**config.mk**
```make
export PLATFORM = sky130hd
export DESIGN_NAME = ifid_fetch_queue
export DESIGN_NICKNAME = d
export VERILOG_FILES = /design/src/rtl/ifid_fetch_queue.sv
export SDC_FILE = /design/constraint.sdc
export NUM_CORES = 1
export LEC_CHECK = 0
export BUFFER_PORTS_ARGS = -buffer_cell sky130_fd_sc_hd__buf_2
export CORE_UTILIZATION = 30
export DETAILED_ROUTE_END_ITERATION = 8
export PLACE_DENSITY = 0.52
export SYNTH_ARGS = -nofsm -noshare
export SYNTH_HDL_FRONTEND = slang
export SYNTH_SLANG_ARGS = --single-unit
```
**constraint.sdc**
```tcl
create_clock -name clock -period 5.5 [get_ports clock]
set_input_delay 0.55 -clock clock [delete_from_list [all_inputs] [get_ports clock]]
set_output_delay 0.55 -clock clock [all_outputs]
set_load 0.02 [all_outputs]
```
**src/rtl/ifid_fetch_queue.sv**
```systemverilog
// ifid_fetch_queue: instruction prefetch FIFO between fetch and decode.
// Holds up to DEPTH {pc, instr} pairs. A flush (redirect) discards every entry.
// Optional macro IFQ_BYPASS_EN: when the queue is empty, the fetch word is
// forwarded to decode combinationally. If decode takes it in that cycle, the
// word is never stored.
module ifid_fetch_queue #(
    parameter int unsigned DEPTH  = 4,
    parameter int unsigned PC_W   = 32,
    parameter int unsigned INST_W = 32
) (
    input  logic                     clock,
    input  logic                     reset,
    input  logic                     flush,
    input  logic                     in_valid,
    output logic                     in_ready,
    input  logic [PC_W-1:0]          in_pc,
    input  logic [INST_W-1:0]        in_instr,
    output logic                     out_valid,
    input  logic                     out_ready,
    output logic [PC_W-1:0]          out_pc,
    output logic [PC_W-1:0]          out_opcplus4,
    output logic [INST_W-1:0]        out_instr,
    output logic [$clog2(DEPTH):0]   count
);

    localparam int unsigned AW = $clog2(DEPTH);
    localparam int unsigned CW = AW + 1;

    logic [PC_W-1:0]   pc_mem    [DEPTH];
    logic [INST_W-1:0] instr_mem [DEPTH];
    logic [AW-1:0]     wr_ptr;
    logic [AW-1:0]     rd_ptr;
    logic              not_full_q;
    logic              head_valid;
    logic              bypass_take;
    logic              push;
    logic              pop;
    logic [CW-1:0]     count_nxt;

    // Handshake decode, head/bypass output select and next occupancy.
    always_comb begin
        in_ready    = not_full_q & ~reset;
        head_valid  = (count != '0);
        bypass_take = 1'b0;
`ifdef IFQ_BYPASS_EN
        if (!head_valid && in_valid && in_ready && !flush) begin
            out_valid   = 1'b1;
            out_pc      = in_pc;
            out_instr   = in_instr;
            bypass_take = out_ready;
        end else begin
            out_valid   = head_valid;
            out_pc      = pc_mem[rd_ptr];
            out_instr   = instr_mem[rd_ptr];
        end
`else
        out_valid = head_valid;
        out_pc    = pc_mem[rd_ptr];
        out_instr = instr_mem[rd_ptr];
`endif
        out_opcplus4 = out_pc + PC_W'(4);
        push         = in_valid & in_ready & ~flush & ~bypass_take;
        pop          = head_valid & out_ready & ~flush;
        count_nxt    = flush ? '0 : (count + CW'(push) - CW'(pop));
    end

    // Pointers, occupancy and the registered not-full flag behind in_ready.
    always_ff @(posedge clock) begin
        if (reset) begin
            wr_ptr     <= '0;
            rd_ptr     <= '0;
            count      <= '0;
            not_full_q <= 1'b1;
        end else if (flush) begin
            wr_ptr     <= '0;
            rd_ptr     <= '0;
            count      <= '0;
            not_full_q <= 1'b1;
        end else begin
            if (push) wr_ptr <= wr_ptr + AW'(1);
            if (pop)  rd_ptr <= rd_ptr + AW'(1);
            count      <= count_nxt;
            not_full_q <= (count_nxt < CW'(DEPTH));
        end
    end

    // Entry storage; cleared on reset so the outputs read zero afterwards.
    always_ff @(posedge clock) begin
        if (reset) begin
            for (int i = 0; i < int'(DEPTH); i++) begin
                pc_mem[i]    <= '0;
                instr_mem[i] <= '0;
            end
        end else if (push) begin
            pc_mem[wr_ptr]    <= in_pc;
            instr_mem[wr_ptr] <= in_instr;
        end
    end

endmodule

```
Word level (Yosys, flattened, before mapping)
Memories as Yosys holds them, arrays and structs flattened. A register that Yosys moved wholly into a read port is not among the register bits.
Cells that the tools add are included.
Widths: inputs -> output; s select.
{"block": "word_totals", "regBits": 8, "latch_bits": 0, "mem_bits_rw": 256, "romBits": 0, "in_bits": 69, "out_inout_bits": 101, "elab_cells": 39, "n_memories": 2}
{"block": "classes", "addsub": 5, "mul": 0, "n_div": 0, "n_lt_le_gt_ge": 1, "n_eq_ne": 0, "shift": 0, "mux": 16, "bitwise": 7, "reduce_logical": 4}
{"name": "instr_mem", "words": 4, "word_bits": 32, "rd": 1, "rd_clocked_by_memory_dff": 1, "write_ports": 4, "line": "30", "source": "logic [INST_W-1:0] instr_mem [DEPTH];"}
{"name": "pc_mem", "words": 4, "word_bits": 32, "rd": 1, "rd_clocked_by_memory_dff": 1, "write_ports": 4, "line": "29", "source": "logic [PC_W-1:0] pc_mem [DEPTH];"}
{"cell": "$mux 32", "count": 2}
{"cell": "$reduce_or 32->1", "count": 2}
{"cell": "$add 32x3->32 const B", "count": 1}
{"cell": "$mux 2", "count": 6}
{"cell": "$mux 1", "count": 7}
{"cell": "$and 1x1->1", "count": 5}
{"cell": "$add 2x1->2 const B", "count": 2}
{"cell": "$add 3x1->3", "count": 1}
{"cell": "$lt 3x3->1 const B", "count": 1}
{"cell": "$mux 3", "count": 1}
{"cell": "$reduce_bool 3->1", "count": 1}
{"cell": "$sub 3x1->3", "count": 1}
{"cell": "$not 1->1", "count": 2}
{"cell": "$reduce_or 2->1", "count": 1}

Depth between registers and ports, before layout
Gate-level depths: netlist of run 1.
{"block": "depth", "word_depth": 9, "ltp_mapped": 12, "depth_no_buf": 12}

Worst setup path after synthesis of run 1
No wires, ideal clock.
{"block": "synth_path", "path_kind": "input to register", "startpoint": "input port reset", "endpoint": "memory instr_mem[3][0] (enable)", "setup_ns": 0.486, "t_arrival_ns": 4.239, "required_ns": 5.014, "path_slack_ns": 0.775, "path_stages": 5, "n_path_buf": 1, "cell_sequence": "nor2b_1 and3b_1 clkbuf_1 a21oi_1 nor2_1"}
{"item": "start, declared", "line": "12", "source": "input logic reset,"}
{"item": "end, declared", "line": "30"}

==> qor.yml, run 1 <==
synth-seq-cells: 266
syn_area_sq_um: 12100
rows: 73
grt_pass1_wl_um: 45400
cp-start-kind: "register"
worstPathArrival_ps: 3640
path_buf_inv: 1
end_kind: "output pin"
cp.depth: 7
vias: 6752
highest_layer: "met5"
synth_top_area_share_pct: 63.5
syn_avg_cell_area_sq_um: 16.0
netlist_instances: 758
worstMarginPinSlew_ps: 1150
cp_cell_sequence: "mux4_2 > ha_1 > nand3_1 > nor4_4 > nand3_1 > xnor2_1 > buf_2"
ys_top_cells_by_count: "256 x edfxtp_1, 196 x and2_1, 64 x and3_1"
antenna_found_initial: 4
postCtsResizedCells: 0
grt.overflow.total: 0
critPathSlowestCell: "dfxtp_4"
drc_errors: 0
wl_met1_um: 13700
wl_met2_um: 14700
synth_top_family_by_area: "simple AND/OR/NAND/NOR gates"
synth_edf_count: 256
pin_count: 170
dieHeight_um: 203
syn_to_final_growth_pct: 20.1
crit_family: "simple AND/OR/NAND/NOR gates"
core-area_sq_um: 39800
critical_path_required_ps: 4950
total_power_w: 0.00483
critPathKind: "register to output pin"
synth_compound_area_share_pct: 0.145
setup-violations-final: 0
dp_hpwl_um: 18000
htree_levels: 1
cts-buffers-inserted: 30
max_cap_violations: 0
slew_headroom_pct: 23.7
synth_xor_area_share_pct: 2.39
yosys.area.top_type: "edfxtp_1"
grt_max_degree: 65
first_pass_iters: 4
track_usage_pct: 14.7
path_clk_slew_ps: 60
critPathCapture: "out_opcplus4[28]"
async_reset_ff_share_pct: 0
dr_wl_met3_um: 1410
wire_per_inst_um: 20.6
cts.path.max_buffers: 3
start_util_pct: 30.4
cts_tree: "yes"
postLayoutCellArea_sq_um: 14500
yosys_warnings: 0
postPlaceCellArea_sq_um: 13500
synthTopCellsByArea: "edfxtp_1 63%, mux4_2 11%, and2_1 10%"
cts_root_buffer: "clkbuf_16"
synth_nets: 831
r2r.worst_path.cells: 6
synth_fa_ha_area_share_pct: 0.475
p_leak_nw: 5.68
status: "finished, final reports clean"
cp_max_fo: 34
fin_skew_ps: 15.0
grt_pass1_vias: 7035
dieWidth_um: 203
final_nets: 990
cts_setup_buffers: 0
cp_slowest_stage_delay_ps: 830
gp_congestion: 0.694
cp_common_cell: "nand3_1"
dieArea_sq_um: 41200
fin_setup_tns_ps: 0
min_period_ps: 4190
synth_mux_area_share_pct: 12.1
ctsHoldBuffers: 0
seq_area_frac_synth_pct: 65.1
synthFlopType: "edfxtp_1"
hold_viol_final: 0
vdd_ir_drop_max_mv: 0.211
max_freq_ghz: 0.239
viasPerCell: 4.60
io_buffer_count: 169
hp-class: "input pin to register"
period_share_pct: 76.2
hold_depth: 2
yosysUniqueCellTypes: 38
layout-drive-gt1-share_pct: 32.6
rr_endpoint: "instr_mem[2][21]"
drt_iter0_markers: 426
wirelength_um: 30200
power_density_nw_per_um2: 332
clock_sinks: 266
rsz0062_at_grt: "no"
synth.most_common_cell: "edfxtp_1"
rr_startpoint: "not_full_q"
maxSlewViolCount: 0
worst-r2r-setup-slack_ps: 2560
yosys.area_share.simple_pct: 17.2
clkLatencyLatePin_ps: 560
drtAntennaViolNets: 0
flip-flops by register name, indices dropped and copies added, names as in the netlist, named ones only:
| name | count |
|---|---|
| pc_mem | 128 |
| instr_mem | 128 |
| rd_ptr | 2 |
| count | 3 |
| not_full_q | 1 |
| wr_ptr | 2 |
kinds of logic after synthesis:
kind of cell             count (synthesis)
buffers and inverters                   60
adder cells (fa/ha/maj)                  4
AND/OR/NAND/NOR                        328
AO/OA/AOI/OAI                            3
XOR/XNOR                                33
flip-flops                             266
multiplexers                            64
layer usage:
metal,up-vias,GRT usage [%]
met5,-,0
met4,4,3.22
met1,3412,20.1
met2,160,24.4
met3,35,2.46
li1,3141,-
layout make-up:
class                      instances  area, sq um
tap                              525          657
timing repair buffer             179          933
sequential                       266         7900
clock buffer                      32          758
fill                            3871        25300
antenna                            1         2.50
multi-input combinational        432         3950
inverter                           8         30.0
clock inverter                    24          317
placed cells by master, fill, tap and decap left out, types with 2 or more instances in the layout:
cell type   count
and2_1        196
dfxtp_4         2
nor4_4          3
clkbuf_16      30
nor2_4          2
nand4_4         4
buf_4           9
mux4_1          6
mux4_2         58
nand4_1         3
edfxtp_1      256
clkbuf_1        2
xnor2_1        26
a21oi_1         2
inv_1           7
bufinv_16       7
clkinv_2        2
buf_2         169
or2_2           2
or2_4           3
xor2_1          7
clkinv_1        8
nand3_1        10
and3_1         64
nor2_1         15
dfxtp_1         7
clkinvlp_4      4
ha_1            3
nand2_1        14
metrics by stage:
| stage | setup WS, ps | hold WS, ps | utilization (%) | std cells |
|---|---|---|---|---|
| 6_report | 1310 | 299 | 36.5 | 1467 |
| 5_1_grt | 1060 | 283 | 36.5 | 1466 |
| 4_1_cts | 1180 | 267 | 36.5 | 1466 |
| 3_5_place_dp | 1800 | 527 | 33.8 | 1410 |
| 3_3_place_gp | 1840 | 506 | 33.8 | 1410 |
| 2_1_floorplan | 775 | 465 | - | 758 |
worst reg2reg max path: cells and delay by family, from the launching register on:
family,cells,cell delay [ps]
AND/OR/NAND/NOR,4,1620
flip-flops,1,300
buffers and inverters,2,660
where the power goes:
part	total, W	internal [W]	switching (W)
Sequential	0.00234	0.00231	0.0000259
Clock	0.00216	0.00133	0.000830
Combinational	0.000331	0.000111	0.000219
Total	0.00483	0.00375	0.00108
how the worst min path moves through the flow:
stage	start	end
after floorplan	wr_ptr[1]	wr_ptr[1]
after global placement	rd_ptr[1]	register
after detailed placement	rd_ptr[0]	register
after CTS	in_pc[29]	pc_mem[3][29]
after global routing	in_instr[10]	instr_mem[0][10]
final	in_pc[19]	pc_mem[0][19]
(Power assumes the default switching activity.)
==> inputs of run 2 (changes only) <==
- PLACE_DENSITY: 0.52 -> 0.54
- clock period: 5.5 -> 3.7 ns (I/O delays scaled with it)
==> run 2 against run 1 <==
Combinational power up 53%. Flip-flop and latch count unchanged. Clock skew about the same. Critical path depth is the same. Setup slack lost 1000 ps. First-iteration DRC count is 8.5% lower.
==> qor.yml, run 2 (synthesis gave the netlist of run 1 again) <==
start_util_pct: 30.4  # unchanged
grt_max_degree: 68  # was 65
hp-start: "in_instr[24]"  # was in_pc[19]
fillerInstances: 3880  # was 3,871
maxSlewViolCount: 0  # unchanged
path_clk_slew_ps: 60  # about the same
dieWidth_um: 203  # unchanged
hold_depth: 2  # unchanged
grt.overflow.total: 0  # unchanged
dieHeight_um: 203  # unchanged
antenna_found_initial: 4  # unchanged
layout-drive-gt1-share_pct: 32.3  # was 32.6%
vdd_ir_drop_max_mv: 0.325  # was 0.211 mV
p_leak_nw: 5.65  # was 5.68 nW
cp_max_fo: 27  # was 34
layout_common_cells: "256 x edfxtp_1, 196 x and2_1, 169 x buf_2"  # unchanged
status: "finished, final reports clean"  # unchanged
fin_skew_ps: 14.9  # was 15.0 ps
max_freq_ghz: 0.291
wire_per_inst_um: 21.2  # was 20.6 um
dp.cells: 1416  # was 1,410
r2r.worst_path.cells: 6  # unchanged
worstPathArrival_ps: 3070  # was 3640 ps
pin_count: 170  # unchanged
gp_congestion: 0.687  # was 0.694
cts-buffers-inserted: 30  # unchanged
final_cells: 1474  # was 1,467
rsz0062_at_grt: "no"  # unchanged
critPathKind: "register to output pin"  # unchanged
drt_iter0_markers: 390  # was 426
dp_hpwl_um: 18800  # was 18,000 um
htree_levels: 1  # unchanged
fin_setup_tns_ps: 0  # unchanged
cts.path.max_buffers: 3  # unchanged
cp-start-kind: "register"  # unchanged
core-area_sq_um: 39800  # unchanged
fin_util_pct: 36.3  # was 36.5%
io_buffer_count: 169  # unchanged
vias: 6845  # was 6,752
wirelength_um: 31200  # was 30,200 um
rr_endpoint: "pc_mem[3][27]"  # was instr_mem[2][21]
first_pass_iters: 4  # unchanged
power_density_nw_per_um2: 460  # was 332 nW/um^2
drtAntennaViolNets: 0  # unchanged
ctsHoldBuffers: 0  # unchanged
largestRegisters: "instr_mem x128, pc_mem x128, count x3"  # unchanged
layout_commonest_cell: "edfxtp_1"  # unchanged
rows: 73  # unchanged
max_cap_violations: 0  # unchanged
final_nets: 998  # was 990
holdPathEnd: "instr_mem[3][24]"  # was pc_mem[0][19]
worstMarginPinSlew_ps: 807  # was 1150 ps
clock_sinks: 266  # unchanged
min_period_ps: 3440
cts_tree: "yes"  # unchanged
viasPerCell: 4.64  # was 4.60
drc_errors: 0  # unchanged
total_power_w: 0.00665  # was 0.00483 W
grt_pass1_vias: 7038  # was 7,035
slew_headroom_pct: 46.2  # was 23.7%
hp-class: "input pin to register"  # unchanged
cts_root_buffer: "clkbuf_16"  # unchanged
grt_pass1_wl_um: 46500  # was 45,400 um
dieArea_sq_um: 41200  # unchanged
end_kind: "output pin"  # unchanged
rr_startpoint: "not_full_q"  # unchanged
hold_viol_final: 0  # unchanged
track_usage_pct: 15.1  # was 14.7%
critical_path_required_ps: 3330  # was 4950 ps
period_share_pct: 92.9
syn_to_final_growth_pct: 19.3  # was 20.1%
clkLatencyLatePin_ps: 550  # was 560 ps
worst-r2r-setup-slack_ps: 1150  # was 2560 ps
setup-violations-final: 0  # unchanged
==> run 2: cell types whose count changed in the layout (fill, tap and decap cells not counted), moves of 3 or more <==
cell        change
buf_12          +3
buf_4           +3
bufinv_16       -7
clkbuf_1        +7
clkinv_2        +3
clkinvlp_4      -3
==> run 2: metal layers <==
metal / part of all wire (%) / vias up / track usage, %
li1: - / 3165 / -
met1: 44 / 3474 / 20.1
met2: 49 / 160 / 25.3
met3: 4.9 / 42 / 2.71
met4: 2.2 / 4 / 4.11
met5: 0.099 / - / 0
==> run 2: through the flow <==
stage,setup WS [ps],area [sq um],hold slack (ps)
5_1_grt,35.1,14500,111
4_1_cts,43.8,14400,92.7
6_report,263,14500,128
3_5_place_dp,634,13500,503
3_3_place_gp,688,13500,506
2_1_floorplan,219,12100,465
==> run 2: worst max path at each step <==
stage                         from                to  slack (ps)  depth (start not counted)
after floorplan              reset   instr_mem[3][0]         220                          5
after global placement    register  out_opcplus4[26]         690                          7
after detailed placement  register  out_opcplus4[30]         630                          7
after CTS                 register  out_opcplus4[30]          40                          7
after global routing      register  out_opcplus4[30]          40                          7
final                     register  out_opcplus4[31]         260                          7
==> run 2: cell type report <==
cell class / instances / area, sq um / share of cell area [%]
clock buffers: 40 / 810 / 5.60
multi-input cells: 432 / 3950 / 27.3
clock inverters: 14 / 62.6 / 0.433
repair buffers: 187 / 1040 / 7.21
diodes: 2 / 5.00 / 0.0346
well taps: 525 / 657 / 4.54
inverters: 8 / 30.0 / 0.208
flip-flops and latches: 266 / 7900 / 54.6
==> run 2: what timing repair did <==
action,CTS,global route
resized for setup,0,1
endpoints found under the setup margin,0,8
setup buffers,0,2
==> run 2: where the power goes <==
| part | internal, W | total [W] | switching, W | leakage (nW) |
|---|---|---|---|---|
| sequential | 0.00344 | 0.00347 | 0.0000331 | 2.72 |
| combinational | 0.000171 | 0.000506 | 0.000335 | 2.51 |
| clock | 0.00152 | 0.00268 | 0.00116 | 0.425 |
| total | 0.00513 | 0.00665 | 0.00153 | 5.65 |
==> run 2: critical path, cell delays in order (launching register included) <==
cell,delay [ps]
dfxtp_4,570
buf_4,460
mux4_2,350
nand3_1,160
nor4_2,430
nand4_1,180
xnor2_1,170
buf_2,180
